## config.mk

```make
export PLATFORM = sky130hd
export DESIGN_NAME = lcd_char_controller_flat
export DESIGN_NICKNAME = d
export VERILOG_FILES = /design/src/rtl/lcd_ctrl_pkg.sv /design/src/rtl/lcd_char_controller_if.sv /design/src/rtl/lcd_delay_counter.sv /design/src/rtl/lcd_char_controller.sv /design/src/flat_wrapper.sv
export SDC_FILE = /design/constraint.sdc
export NUM_CORES = 1
export LEC_CHECK = 0
export ABC_AREA = 1
export BUFFER_PORTS_ARGS = -buffer_cell sky130_fd_sc_hd__buf_4
export CELL_PAD_IN_SITES_DETAIL_PLACEMENT = 0
export CELL_PAD_IN_SITES_GLOBAL_PLACEMENT = 1
export CORE_ASPECT_RATIO = 1.75
export CORE_UTILIZATION = 46
export CTS_CLUSTER_DIAMETER = 150
export CTS_CLUSTER_SIZE = 40
export DETAILED_ROUTE_END_ITERATION = 10
export PLACE_DENSITY_LB_ADDON = 0.1
export SETUP_SLACK_MARGIN = 0.4
export SLEW_MARGIN = 20
export SYNTH_ARGS = -nofsm -noshare
export SYNTH_HDL_FRONTEND = slang
export SYNTH_SLANG_ARGS = --single-unit
```

## constraint.sdc

```tcl
create_clock -name clk -period 4.65 [get_ports clk]
set_input_delay 0.93 -clock clk [delete_from_list [all_inputs] [get_ports clk]]
set_output_delay 0.93 -clock clk [all_outputs]
set_load 0.05 [all_outputs]
```

## src/rtl/lcd_ctrl_pkg.sv

```systemverilog
// Shared types and constants for the HD44780 character LCD controller.
//   state_t      : controller FSM states
//   lcd_inst_t   : 9-bit LCD bus word, bit 8 = RS, bits 7:0 = DATA
//   DEF_T_*      : default timing in clk cycles (50 MHz reference)
//   init_rom()   : power-up instruction sequence
//   is_long_exec : instructions that need the long execution delay
package lcd_ctrl_pkg;

    localparam int unsigned DEF_T_POWERUP   = 750000;
    localparam int unsigned DEF_T_SETUP     = 2;
    localparam int unsigned DEF_T_EN        = 12;
    localparam int unsigned DEF_T_HOLD      = 2;
    localparam int unsigned DEF_T_EXEC      = 2000;
    localparam int unsigned DEF_T_EXEC_LONG = 82000;

    localparam int unsigned DATA_W   = 8;
    localparam int unsigned INIT_LEN = 6;
    localparam int unsigned STEP_W   = 3;

    typedef enum logic [2:0] {
        POWERUP,
        IDLE,
        SETUP,
        ENABLE,
        HOLD,
        EXEC,
        DONE
    } state_t;

    // Same layout as the lcd_inst_pkg 9-bit word: {rs, data}
    typedef struct packed {
        logic              rs;
        logic [DATA_W-1:0] data;
    } lcd_inst_t;

    // Function set 8-bit/2-line (x3), display on, entry mode, clear
    function automatic lcd_inst_t init_rom(input logic [STEP_W-1:0] idx);
        lcd_inst_t r;
        r.rs = 1'b0;
        case (idx)
            3'd0:    r.data = 8'h38;
            3'd1:    r.data = 8'h38;
            3'd2:    r.data = 8'h38;
            3'd3:    r.data = 8'h0C;
            3'd4:    r.data = 8'h06;
            3'd5:    r.data = 8'h01;
            default: r.data = 8'h00;
        endcase
        return r;
    endfunction

    // Clear display (0x01) and return home (0x02/0x03) run far longer
    function automatic logic is_long_exec(input lcd_inst_t i);
        return !i.rs && ((i.data == 8'h01) || (i.data == 8'h02) || (i.data == 8'h03));
    endfunction

    function automatic int unsigned umax(input int unsigned a, input int unsigned b);
        return (a > b) ? a : b;
    endfunction

endpackage

```

## src/rtl/lcd_char_controller_if.sv

```systemverilog
// Host slave bus of the LCD controller.
//   address     : 0 = instruction, 1 = character data
//   chipselect  : slave select
//   byteenable  : carried for bus compatibility, not used
//   read/write  : strobes (write wins when both are high)
//   writedata   : instruction or character byte
//   readdata    : status {busy, init_done, 6'b0}
//   response    : always OKAY
//   waitrequest : stall
interface lcd_char_controller_if;

    logic       address;
    logic       chipselect;
    logic       byteenable;
    logic       read;
    logic       write;
    logic [7:0] writedata;
    logic [7:0] readdata;
    logic [1:0] response;
    logic       waitrequest;

    modport master (
        output address, chipselect, byteenable, read, write, writedata,
        input  readdata, response, waitrequest
    );

    modport slave (
        input  address, chipselect, byteenable, read, write, writedata,
        output readdata, response, waitrequest
    );

endinterface

```

## src/rtl/lcd_delay_counter.sv

```systemverilog
// Cycle delay timer shared by every timed controller state.
//   clk, reset : clock, async active-high reset
//   start      : one-cycle pulse in the first cycle of a timed state
//   load       : delay length in cycles (values 0 and 1 both mean one cycle)
//   expired_c  : one-cycle pulse in the last cycle of the delay
// The start cycle itself counts as cycle one, so a delay of N makes the
// owning state last exactly N cycles.
module lcd_delay_counter #(
    parameter int unsigned W = 20
) (
    input  logic         clk,
    input  logic         reset,
    input  logic         start,
    input  logic [W-1:0] load,
    output logic         expired_c
);

    logic [W-1:0] cnt;

    // Remaining cycles after the current one; saturates at zero
    always_ff @(posedge clk or posedge reset) begin
        if (reset) begin
            cnt <= '0;
        end else if (start) begin
            cnt <= (load > W'(1)) ? load - W'(1) : '0;
        end else if (cnt != '0) begin
            cnt <= cnt - W'(1);
        end
    end

    assign expired_c = start ? (load <= W'(1)) : (cnt == W'(1));

endmodule

```

## src/rtl/lcd_char_controller.sv

```systemverilog
// HD44780 character LCD write controller with a stalling slave bus.
//   clk, reset : clock, async active-high reset
//   bus        : slave port (lcd_char_controller_if.slave)
//   LCD_DATA   : LCD data bus
//   LCD_RS     : register select
//   LCD_RW     : tied low, write-only
//   LCD_EN     : enable strobe
//   LCD_ON     : tied high
// After reset it waits T_POWERUP cycles, plays the init ROM, then accepts
// one host byte at a time. Each byte goes SETUP -> ENABLE -> HOLD -> EXEC;
// host writes finish with a single DONE cycle that releases waitrequest.
module lcd_char_controller
    import lcd_ctrl_pkg::*;
#(
    parameter int unsigned T_POWERUP   = DEF_T_POWERUP,
    parameter int unsigned T_SETUP     = DEF_T_SETUP,
    parameter int unsigned T_EN        = DEF_T_EN,
    parameter int unsigned T_HOLD      = DEF_T_HOLD,
    parameter int unsigned T_EXEC      = DEF_T_EXEC,
    parameter int unsigned T_EXEC_LONG = DEF_T_EXEC_LONG
) (
    input  logic                  clk,
    input  logic                  reset,
    lcd_char_controller_if.slave  bus,
    output logic [7:0]            LCD_DATA,
    output logic                  LCD_RS,
    output logic                  LCD_RW,
    output logic                  LCD_EN,
    output logic                  LCD_ON
);

    localparam int unsigned T_MAX = umax(umax(umax(T_POWERUP, T_EXEC_LONG), umax(T_EXEC, T_EN)),
                                         umax(T_SETUP, T_HOLD));
    localparam int unsigned CNT_W = $clog2(T_MAX + 1);
    localparam logic [STEP_W-1:0] INIT_LAST = STEP_W'(INIT_LEN - 1);

    state_t            state;
    logic [STEP_W-1:0] init_step;
    logic              init_done;
    lcd_inst_t         inst;
    logic              lcd_en;
    logic              dly_start;
    logic [CNT_W-1:0]  dly_load;
    logic              dly_exp_c;
    logic              unused_bus;

    lcd_delay_counter #(
        .W (CNT_W)
    ) u_delay (
        .clk       (clk),
        .reset     (reset),
        .start     (dly_start),
        .load      (dly_load),
        .expired_c (dly_exp_c)
    );

    // Controller FSM; dly_start/dly_load are issued together with each
    // timed-state entry so the counter starts in that state's first cycle.
    // Reset arms the power-up wait directly.
    always_ff @(posedge clk or posedge reset) begin
        if (reset) begin
            state     <= POWERUP;
            init_step <= '0;
            init_done <= 1'b0;
            inst      <= '0;
            lcd_en    <= 1'b0;
            dly_start <= 1'b1;
            dly_load  <= CNT_W'(T_POWERUP);
        end else begin
            dly_start <= 1'b0;
            unique case (state)
                POWERUP: begin
                    if (dly_exp_c) begin
                        inst      <= init_rom('0);
                        state     <= SETUP;
                        dly_start <= 1'b1;
                        dly_load  <= CNT_W'(T_SETUP);
                    end
                end
                IDLE: begin
                    // Write has priority over a simultaneous read
                    if (bus.chipselect && bus.write) begin
                        inst.rs   <= bus.address;
                        inst.data <= bus.writedata;
                        state     <= SETUP;
                        dly_start <= 1'b1;
                        dly_load  <= CNT_W'(T_SETUP);
                    end
                end
                SETUP: begin
                    if (dly_exp_c) begin
                        lcd_en    <= 1'b1;
                        state     <= ENABLE;
                        dly_start <= 1'b1;
                        dly_load  <= CNT_W'(T_EN);
                    end
                end
                ENABLE: begin
                    if (dly_exp_c) begin
                        lcd_en    <= 1'b0;
                        state     <= HOLD;
                        dly_start <= 1'b1;
                        dly_load  <= CNT_W'(T_HOLD);
                    end
                end
                HOLD: begin
                    if (dly_exp_c) begin
                        state     <= EXEC;
                        dly_start <= 1'b1;
                        dly_load  <= is_long_exec(inst) ? CNT_W'(T_EXEC_LONG) : CNT_W'(T_EXEC);
                    end
                end
                EXEC: begin
                    if (dly_exp_c) begin
                        if (init_done) begin
                            state <= DONE;
                        end else if (init_step == INIT_LAST) begin
                            init_done <= 1'b1;
                            state     <= IDLE;
                        end else begin
                            // Next init byte; EN is low so RS/DATA may change here
                            init_step <= init_step + STEP_W'(1);
                            inst      <= init_rom(init_step + STEP_W'(1));
                            state     <= SETUP;
                            dly_start <= 1'b1;
                            dly_load  <= CNT_W'(T_SETUP);
                        end
                    end
                end
                DONE: begin
                    state <= IDLE;
                end
                default: begin
                    state <= POWERUP;
                end
            endcase
        end
    end

    // Writes stall until their own DONE cycle; reads never stall
    assign bus.waitrequest = bus.chipselect & bus.write & (state != DONE);
    assign bus.readdata    = {(state != IDLE), init_done, 6'b0};
    assign bus.response    = 2'b00;

    assign unused_bus = ^{bus.byteenable, bus.read};

    assign LCD_DATA = inst.data;
    assign LCD_RS   = inst.rs;
    assign LCD_EN   = lcd_en;
    assign LCD_RW   = 1'b0;
    assign LCD_ON   = 1'b1;

endmodule

```

## src/flat_wrapper.sv

```systemverilog
// flat-port wrapper written by rule: the top's interface ports become plain ports
module lcd_char_controller_flat import lcd_ctrl_pkg::*;
#(
    parameter int unsigned T_POWERUP   = DEF_T_POWERUP,
    parameter int unsigned T_SETUP     = DEF_T_SETUP,
    parameter int unsigned T_EN        = DEF_T_EN,
    parameter int unsigned T_HOLD      = DEF_T_HOLD,
    parameter int unsigned T_EXEC      = DEF_T_EXEC,
    parameter int unsigned T_EXEC_LONG = DEF_T_EXEC_LONG
)
  (clk, reset, LCD_DATA, LCD_RS, LCD_RW, LCD_EN, LCD_ON, bus_address, bus_chipselect, bus_byteenable, bus_read, bus_write, bus_writedata, bus_readdata, bus_response, bus_waitrequest);
  lcd_char_controller_if bus_i ();
  input  logic clk;
  input  logic reset;
  output logic [7:0] LCD_DATA;
  output logic LCD_RS;
  output logic LCD_RW;
  output logic LCD_EN;
  output logic LCD_ON;
  input wire logic [$bits(bus_i.address)-1:0] bus_address;
  input wire logic [$bits(bus_i.chipselect)-1:0] bus_chipselect;
  input wire logic [$bits(bus_i.byteenable)-1:0] bus_byteenable;
  input wire logic [$bits(bus_i.read)-1:0] bus_read;
  input wire logic [$bits(bus_i.write)-1:0] bus_write;
  input wire logic [$bits(bus_i.writedata)-1:0] bus_writedata;
  output wire logic [$bits(bus_i.readdata)-1:0] bus_readdata;
  output wire logic [$bits(bus_i.response)-1:0] bus_response;
  output wire logic [$bits(bus_i.waitrequest)-1:0] bus_waitrequest;
  assign bus_i.address = bus_address;
  assign bus_i.chipselect = bus_chipselect;
  assign bus_i.byteenable = bus_byteenable;
  assign bus_i.read = bus_read;
  assign bus_i.write = bus_write;
  assign bus_i.writedata = bus_writedata;
  assign bus_readdata = bus_i.readdata;
  assign bus_response = bus_i.response;
  assign bus_waitrequest = bus_i.waitrequest;
  lcd_char_controller #(.T_POWERUP(T_POWERUP), .T_SETUP(T_SETUP), .T_EN(T_EN), .T_HOLD(T_HOLD), .T_EXEC(T_EXEC), .T_EXEC_LONG(T_EXEC_LONG)) u_core (.clk(clk), .reset(reset), .bus(bus_i), .LCD_DATA(LCD_DATA), .LCD_RS(LCD_RS), .LCD_RW(LCD_RW), .LCD_EN(LCD_EN), .LCD_ON(LCD_ON));
endmodule
```

==> qor.txt <==
Status: finished, final reports clean
Switching power: 1.241 mW
Total gr overflow: 0
Clock Skew: 0.007199 ns
CP Launch Type: flop
Switching Fraction: 50.44%
Pwr dens: 693.5 nW/um2
DRT iter0 DRCs: 104
Setup TNS: 0 ns
Via count: 2720
Clock Power Share: 14.5%
Pins over their slew limit: 0
GRT Resource Usage Total: 22.86%
First-pass GRT wire length: 12.60 mm
CTS buffer count: 5
Final wirelength: 7.561 mm
TritonCTS Sinks: 46
Fmax: 397.5 MHz
Worst Slack Setup Final: 2.134 ns
Initial antenna violation count: 0
Vias in the first global route: 2686
Die height: 112.3 um
Avg WL per Cell: 14.05 um
Ant diodes: 0
Design Power: 2.460 mW
Setup CP Type: reg2out
Nets: 481
Sequential area share after synthesis: 36.18%
Area Overhead vs Synth: 10.87%
Port Buffers: 25
Part of the power in registers: 30.6%
Max Cap Viol: 0
Placed instance area: 3405 um2
Clk buf depth: 2
Root Buffer: clkbuf_16
Die W: 65.04 um
Dpl cells: 531
Vias/cell: 5.056
Filler cell count: 702
Logic pwr share: 54.9%
Synth top area share: 32.07%
Internal Power: 1.219 mW
Cells after Synth: 432
Fin crit share: 54.10%
Setup Buffers After CTS: 0
Clock Latency Late Sink: 0.29 ns
Setup violations, final: 0
Leading area contributor after synthesis: dfrtp_1
Core region area: 6636 um2
CP dominant cell by count: inv_1
Syn avg cell area: 7.406 um2
Area of the multi-input gates: 1748 um2
Top FF cell, synth: dfrtp_1
Sequential Area: 1157 um2
Drt pass-1 iters: 6
Post_cts resized: 0
Commonest cells in the netlist: nand2_1, inv_1, nor2_1, dfrtp_1, nand3_1
Final Hold Fails: 0
Worst slew pin tran: 0.9967 ns
Routability cong.: 0.8706
CTS HTree Levels: 2
Distinct cells, synth: 39
Buf+Inv Stages, Crit Path: 3
CP Capture Type: primary output
CTS tree: done
Minimum clock period: 2.516 ns
Synth area leaders: dfrtp_1, nand2_1, nand3_1
Initial core utilization: 48.21%
Crit path max-delay family: buffers and inverters
Layout cells sized above 1: 17.54%
Largest net degree at the start of global routing: 47
Yosys warns: 0
Drt drc: 0
Hold WS: 0.4958 ns
Leak: 1.807 nW
Worst relative slew slack: 33.55%
Final Util: 53.45%
Row cnt: 39
Pre-CTS setup slack: 2.229 ns
Most common cell in the netlist: nand2_1
Post-synth EDFFs: 0
Cell Count, Final, Fillers Out: 538
# IOs: 38
WP data required: 3.72 ns
Synthesized area: 3199 um2
HP Class: reg2reg
Crit-path max cell delay: 0.43 ns
CP Cell Sequence: inv_1, nand2_4, nor2_4, inv_1, buf_4
CP max-delay cell: dfrtp_1
Worst vdd ir: 0.0003910 V
Final instance area: 3547 um2
Crit path DAT: 1.59 ns
Unrepaired setup endpoints after global routing: no
Asr flop ratio synth: 100.0%
Worst-path clk slew: 0.06 ns
Antenna-violating nets left: 0
R2r setup slk: 2.57 ns
Detailed Place HPWL: 5.961 mm
FF+latch count, synth: 46
Die ar.: 7306 um2
Post-CTS Hold Buffers: 0
Max Fanout on Critical Path: 6
[cell usage in the layout, fill, tap and decap left out, drive strengths merged, types with 2 or more instances in the layout]
| master | count |
|---|---|
| nor3 | 9 |
| o31ai | 2 |
| or2 | 3 |
| o21ai | 23 |
| conb | 10 |
| inv | 55 |
| dfstp | 5 |
| nor2 | 59 |
| xor2 | 11 |
| nor4 | 2 |
| ha | 10 |
| dfrtp | 41 |
| nand2 | 115 |
| clkbuf | 7 |
| buf | 25 |
| nand3 | 44 |
| nand4 | 3 |
| a21oi | 26 |
| o22ai | 2 |
[layer usage]
metal	routed length (um)	global-route usage, %	vias to the layer above
met4	208	8.841	0
met1	2764	22.53	1266
met2	4426	45.00	39
li1	-	-	1401
met3	162	3.963	14
met5	0	0	-
[worst reg2reg max path, cell delays in order, from the launching register on]
cell	delay, ns
dfrtp_1	0.48
inv_1	0.07
ha_1	0.24
inv_1	0.19
nor2_4	0.08
a21oi_2	0.44
inv_1	0.13
or2_0	0.24
a21oi_1	0.12
[power by group through the flow]
stage          logic [mW]  registers, mW  clock network, mW
2_1_floorplan       0.964          0.838                  0
3_3_place_gp         1.35          0.756                  0
3_5_place_dp         1.36          0.758                  0
4_1_cts              1.36          0.752              0.366
5_1_grt              1.52          0.776              0.386
6_report             1.35          0.752              0.357
[state kept, by name, indices dropped and copies added (netlist names)]
| register | cells |
|---|---|
| u_core.state | 3 |
| u_core.LCD_EN | 1 |
| u_core.dly_load | 8 |
| u_core.dly_start | 1 |
| u_core.LCD_DATA | 8 |
| u_core.LCD_RS | 1 |
| u_core.u_delay.cnt | 20 |
| u_core.init_step | 3 |
| u_core.init_done | 1 |
[path summary, 6_finish.rpt]
kind / startpoint / to / cells after the start
max in group asynchronous: reset / u_core.dly_load[6]$_DFFE_PP0P_ / 2
worst min-delay path: u_core.LCD_DATA[5]$_DFFE_PP0P_ / u_core.LCD_DATA[5]$_DFFE_PP0P_ / 2
worst max-delay path: u_core.state[1]$_DFFE_PP0P_ / bus_readdata[7] / 5
min in group asynchronous: reset / u_core.LCD_DATA[7]$_DFFE_PP0P_ / 2
worst max register to register: u_core.dly_load[1]$_DFFE_PP0P_ / u_core.u_delay.cnt[3]$_DFFE_PP0P_ / 8
worst min register to register: u_core.LCD_DATA[5]$_DFFE_PP0P_ / u_core.LCD_DATA[5]$_DFFE_PP0P_ / 2
[cell families (layout without fill, tap and decap cells)]
family	Yosys count	after routing	synth area share, %
flops	46	46	36.18
buf+inv	71	87	10.13
xor+xnor	12	12	3.285
compound gates	54	54	9.230
other cells	2	10	0.2347
fa+ha+maj	10	10	3.911
simple gates	237	237	37.04
[layout make-up]
class | count | share of cell area (%)
Timing Repair Buffer | 25 | 5.291
Tap cell | 82 | 2.892
Clock buffer | 7 | 4.021
Sequential cell | 46 | 32.63
Inverter | 55 | 5.891
Multi-Input combinational cell | 323 | 49.28
Power figures use the tool's default switching activity.
